**config.mk**
```make
export PLATFORM = sky130hd
export DESIGN_NAME = shifter_seq
export DESIGN_NICKNAME = d
export VERILOG_FILES = /design/src/rtl/shifter_seq.sv
export SDC_FILE = /design/constraint.sdc
export NUM_CORES = 1
export LEC_CHECK = 0
export BUFFER_PORTS_ARGS = -buffer_cell sky130_fd_sc_hd__buf_2
export CAP_MARGIN = 5
export CORE_MARGIN = 2
export CORE_UTILIZATION = 46
export CTS_CLUSTER_DIAMETER = 50
export CTS_CLUSTER_SIZE = 8
export DETAILED_ROUTE_END_ITERATION = 16
export GPL_TIMING_DRIVEN = 0
export PLACE_DENSITY = 0.71
export SLEW_MARGIN = 10
export SYNTH_ARGS = -nofsm -noshare
export SYNTH_HDL_FRONTEND = slang
export SYNTH_SLANG_ARGS = --single-unit
```
**constraint.sdc**
```tcl
create_clock -name clk -period 2.9 [get_ports clk]
set_clock_uncertainty 0.1 [all_clocks]
set_input_delay 0.58 -clock clk [delete_from_list [all_inputs] [get_ports clk]]
set_output_delay 0.58 -clock clk [all_outputs]
set_load 0.01 [all_outputs]
```
**src/rtl/shifter_seq.sv**
```systemverilog
// ============================================================================
//  Module      : shifter_seq
//  Description : Multi-cycle shift unit with valid/ready handshakes. Applies
//                at most STEP bit positions per clock. Supports right
//                logical, right arithmetic and left logical shifts, and a
//                load-upper-immediate mode (shift left by WIDTH/2).
//                Optional macro SHIFTER_ROTATE_EN: control[1:0]=11 becomes
//                rotate right; otherwise 11 decodes as left logical.
//  Revision    : 1.0 - initial release
// ============================================================================
`default_nettype none

module shifter_seq #(
  parameter  int WIDTH = 32,
  parameter  int STEP  = 4,
  localparam int SHW   = $clog2(WIDTH)
) (
  input  logic             clk,
  input  logic             reset,
  input  logic             in_valid,
  output logic             in_ready,
  input  logic [WIDTH-1:0] a,
  input  logic [WIDTH-1:0] b,
  input  logic [2:0]       control,
  input  logic             lui,
  input  logic [SHW-1:0]   constant_shift,
  output logic             out_valid,
  input  logic             out_ready,
  output logic [WIDTH-1:0] result,
  output logic             busy
);

  localparam logic [1:0] S_IDLE  = 2'd0;
  localparam logic [1:0] S_SHIFT = 2'd1;
  localparam logic [1:0] S_DONE  = 2'd2;

  localparam logic [1:0] OP_SRL = 2'd0;
  localparam logic [1:0] OP_SRA = 2'd1;
  localparam logic [1:0] OP_SLL = 2'd2;
  localparam logic [1:0] OP_ROR = 2'd3;

  localparam logic [SHW-1:0] C_STEP_AMT = SHW'(STEP);
  localparam logic [SHW-1:0] C_LUI_AMT  = SHW'(WIDTH / 2);
  localparam logic [SHW:0]   C_WIDTH    = (SHW + 1)'(WIDTH);

  logic [1:0]       state_q, state_d;
  logic [WIDTH-1:0] work_q, work_d;
  logic [SHW-1:0]   rem_q, rem_d;
  logic [1:0]       op_q, op_d;
  logic [WIDTH-1:0] result_q, result_d;

  logic [SHW-1:0]   w_acc_amt;
  logic [1:0]       w_acc_op;
  logic [SHW-1:0]   w_k;
  logic [SHW-1:0]   w_rem_next;
  logic [WIDTH-1:0] w_shifted;
  logic             w_unused_a;

  // Only the low SHW bits of a carry a shift amount.
  assign w_unused_a = ^a[WIDTH-1:SHW];

  // Decode amount and operation of the request presented this cycle.
  always_comb begin
    w_acc_amt = control[2] ? constant_shift : a[SHW-1:0];
    w_acc_op  = control[1:0];
`ifndef SHIFTER_ROTATE_EN
    // Legacy encoding: 11 behaves as a left logical shift.
    if (control[1:0] == OP_ROR) begin
      w_acc_op = OP_SLL;
    end
`endif
    if (lui) begin
      w_acc_amt = C_LUI_AMT;
      w_acc_op  = OP_SLL;
    end
  end

  // One shift step: k = min(remaining, STEP) positions.
  always_comb begin
    w_k        = (rem_q < C_STEP_AMT) ? rem_q : C_STEP_AMT;
    w_rem_next = rem_q - w_k;
    case (op_q)
      OP_SRL:  w_shifted = work_q >> w_k;
      // The working MSB still holds the sign captured at accept.
      OP_SRA:  w_shifted = WIDTH'($signed(work_q) >>> w_k);
`ifdef SHIFTER_ROTATE_EN
      OP_ROR:  w_shifted = (work_q >> w_k) | (work_q << (C_WIDTH - {1'b0, w_k}));
`endif
      default: w_shifted = work_q << w_k;
    endcase
  end

  // State register.
  always_ff @(posedge clk or posedge reset) begin
    if (reset) begin
      state_q <= S_IDLE;
    end else begin
      state_q <= state_d;
    end
  end

  // Next-state logic.
  always_comb begin
    state_d = state_q;
    case (state_q)
      S_IDLE: begin
        if (in_valid) begin
          state_d = (w_acc_amt == '0) ? S_DONE : S_SHIFT;
        end
      end
      S_SHIFT: begin
        if (w_rem_next == '0) begin
          state_d = S_DONE;
        end
      end
      S_DONE: begin
        if (out_ready) begin
          state_d = S_IDLE;
        end
      end
      default: state_d = S_IDLE;
    endcase
  end

  // FSM outputs, decoded from the current state.
  always_comb begin
    in_ready  = (state_q == S_IDLE);
    out_valid = (state_q == S_DONE);
    busy      = (state_q != S_IDLE);
  end

  // Datapath next values: latch at accept, shift in SHIFT, freeze result on DONE entry.
  always_comb begin
    work_d   = work_q;
    rem_d    = rem_q;
    op_d     = op_q;
    result_d = result_q;
    case (state_q)
      S_IDLE: begin
        if (in_valid) begin
          work_d = b;
          rem_d  = w_acc_amt;
          op_d   = w_acc_op;
          if (w_acc_amt == '0) begin
            result_d = b;
          end
        end
      end
      S_SHIFT: begin
        work_d = w_shifted;
        rem_d  = w_rem_next;
        if (w_rem_next == '0) begin
          result_d = w_shifted;
        end
      end
      default: ;
    endcase
  end

  // Datapath registers.
  always_ff @(posedge clk or posedge reset) begin
    if (reset) begin
      work_q   <= '0;
      rem_q    <= '0;
      op_q     <= OP_SRL;
      result_q <= '0;
    end else begin
      work_q   <= work_d;
      rem_q    <= rem_d;
      op_q     <= op_d;
      result_q <= result_d;
    end
  end

  assign result = result_q;

endmodule

`default_nettype wire
```
==> reports/results.ini <==
[routing]
drt_iter0_drc = 817
viasPerCell = 6.84
wire_per_inst_um = 27.7
first_pass_iters = 5
wl_um = 26800
vias = 6618
drcViolationCount = 0
ant_nets = 0

[clock_tree]
cts_buffer_depth = 2
hold_buffers = 0
clkLatencyLatePin_ns = 0.36
numCtsBuffers = 9
path_clk_slew_ns = 0.06
clock-root-buffer = clkbuf_16
clock_sinks = 73
htreeDepth = 3
cts_tree = done

[outcome]
violations = negative setup slack
outcome = finished, violations left

[global_route]
grt_start_max_net_pins = 45
grt_usage_pct = 38.5
met3_usage_pct = 11.6
grt_pass1_wl_um = 40100
use_met1_pct = 50.1
grt-ovfl-total = 0
antenna_found_initial = 0
busiest_layer = met2
met2_usage_pct = 56.3
grt_pass1_vias = 6502

[floorplanning]
initial_core_util_pct = 47.2
chipWidth_um = 118
core_region_area_um2 = 12700
ios = 112
die_y_um = 118
dieArea_um2 = 13900
rows = 41

[layout]
fin_util_pct = 56.1
mostFrequentLayoutCells = 101 x buf_2, 72 x dfrtp_1, 68 x nand2_1
final_common_cell = buf_2
antenna_cells = 0
layout.nets = 869
drive_gt1_share_pct = 27.4
final_area_um2 = 7110
area_growth_pct = 18.9

[sta]
fmax_ghz = 0.338
period_share_pct = 102
min_period_ns = 2.96
rsz0062_at_grt = true
setup_viol_count_final = 5
drv_slew = 0
tightestPinTransition_ns = 0.867
hold_viol_final = 0
slew_headroom_pct = 42.2
finalWorstSetupSlack_ns = -0.0618

[worst_setup_path]
cp_cell_sequence = nor2b_2 -> clkbuf_2 -> clkbuf_1 -> o221ai_1 -> o22ai_1 -> o21ai_0
cp_slowest_stage_delay_ns = 0.67
cpMaxStageDelayCell = clkbuf_1
r2r_slack_ns = -0.06
worst_r2r_path_depth = 6
cp_data_arrival_time_ns = 3.07
r2r_start = state_q[0]$_DFFE_PP0P_
cp-end-kind = flip-flop
cp.required_ns = 3.01
start_kind = flip-flop
cp_max_fo = 10
critical_path_class = reg2reg
r2r-end = work_q[19]$_DFFE_PP0P_

[synthesis]
syn-num-nets = 769
syn_avg_cell_area_um2 = 8.65
ys_warn_count = 0
syn_area_um2 = 5980
ys_types = 74
synth-edff-count = 0
yosysSeqAreaShare_pct = 30.6
synth_ff_type = dfrtp_1
ys_ff_latch = 73
synth_cells = 691
async_flop_share_pct = 100

[power]
max-vdd-ir-drop_mv = 0.928
p_clk_share_pct = 11.1
p_int_mw = 5.09
p_sw_share_pct = 53.1
powerDensity_nw_per_um2 = 1530
p_comb_share_pct = 71.2
leakagePower_nw = 3.01
p_sw_mw = 5.76
p_seq_share_pct = 17.7

[min_path]
hold_class = in2async

[placement]
gp_congestion = 0.990
dp_slack_ns = -0.646
detailed_place_hpwl_um = 19100
dpl_cell_area_um2 = 6630
numPortBuffers = 82

[flow_run]
max_cap_violations = 0

## synthesized netlist by cell type (4+ instances only)
cell type | n | area, um^2
a32oi_1 | 4 | 35.0
o211ai_1 | 19 | 143
buf_1 | 8 | 30.0
dfrtp_1 | 73 | 1830
inv_1 | 14 | 52.6
nand2b_1 | 7 | 43.8
mux2i_1 | 52 | 521
nor2_1 | 32 | 120
o32a_1 | 4 | 40.0
mux2_4 | 11 | 165
o21ai_0 | 29 | 145
and2_1 | 5 | 31.3
o21a_1 | 7 | 52.6
buf_2 | 20 | 100
a21oi_1 | 47 | 235
a211oi_1 | 20 | 150
o31ai_1 | 9 | 67.6
a22oi_1 | 7 | 52.6
clkbuf_1 | 59 | 221
o221ai_1 | 13 | 114
mux2_2 | 26 | 293
nand4_1 | 4 | 25.0
a31oi_1 | 7 | 43.8
a211o_1 | 5 | 43.8
nand3_1 | 8 | 40.0
nor3_1 | 12 | 60.1
o22ai_1 | 13 | 81.3
o21ai_1 | 9 | 45.0
nor2b_1 | 8 | 50.1
o32ai_1 | 8 | 70.1
nor4_1 | 9 | 56.3
nand2_1 | 68 | 255
mux4_2 | 6 | 135
## logic make-up after synthesis
group                      share of synthesized area (%)
buffers and inverters                               8.04
AOI/OAI and AO/OA                                   27.9
muxes                                               18.8
other                                             0.0627
and+or+nand+nor                                     14.4
DFF                                                 30.6
adders and majority gates                          0.209
## worst max path at each step
stage	startpoint	to
after floorplan	rem_q[2]$_DFFE_PP0P_	result[0]$_DFFE_PP0P_
after global placement	rem_q[1]$_DFFE_PP0P_	result[7]$_DFFE_PP0P_
after detailed placement	rem_q[1]$_DFFE_PP0P_	result[11]$_DFFE_PP0P_
after CTS	op_q[1]$_DFFE_PP0P_	work_q[16]$_DFFE_PP0P_
after global routing	state_q[0]$_DFFE_PP0P_	work_q[19]$_DFFE_PP0P_
final	state_q[0]$_DFFE_PP0P_	work_q[19]$_DFFE_PP0P_
## per-stage QoR
step | cells | TNS (ns) | hold WS (ns) | power, mW
4_1_cts | 961 | 0 | 0.139 | 10.4
6_report | 968 | -0.150 | 0.125 | 10.9
2_1_floorplan | 691 | 0 | 0.371 | 6.64
3_3_place_gp | 945 | -49.91 | 0.374 | 8.99
5_1_grt | 968 | -0.0000311 | 0.157 | 11.3
3_5_place_dp | 946 | -21.91 | 0.388 | 9.09
## routing by layer
metal | up-vias | part of all wire, % | wire length (um)
li1 | 2808 | - | -
met2 | 495 | 43 | 11500
met4 | 0 | 5.2 | 1410
met5 | - | 0 | 0
met1 | 3193 | 40 | 10800
met3 | 122 | 12 | 3090
## power groups by stage
stage / registers, mW / logic, mW / clock network (mW)
finish: 1.92 / 7.73 / 1.20
floorplan: 1.90 / 4.73 / 0
global placement: 1.85 / 7.15 / 0
detailed placement: 1.88 / 7.20 / 0
global route: 1.97 / 8.09 / 1.26
CTS: 1.87 / 7.29 / 1.21
## critical path: cells and delay by family, from the launching register on
family,cells,cell delay (ns)
AND/OR/NAND/NOR,1,0.49
buffers and inverters,2,1.07
AO/OA/AOI/OAI,3,0.69
flip-flops,1,0.45
## sequential cells by signal (all words and copies together), names as in the netlist
| name | count |
|---|---|
| rem_q | 5 |
| work_q | 32 |
| state_q | 2 |
| result | 32 |
| op_q | 2 |
## repair_timing
item,in CTS,in global routing
pin swaps,1,4
setup endpoints to repair,57,55
setup buffers,1,9
resized for setup,13,26
## cell type report
type                    count  area [um^2]
plain buffers              91          450
inverters                  14         55.1
repair buffers             93          505
multi-input cells         509         3740
well taps                 172          215
clock inverters             4         48.8
fillers                  1186         5560
flip-flops and latches     73         1830
clock buffers              12          267
No activity file was read; power rests on OpenSTA's default activity.
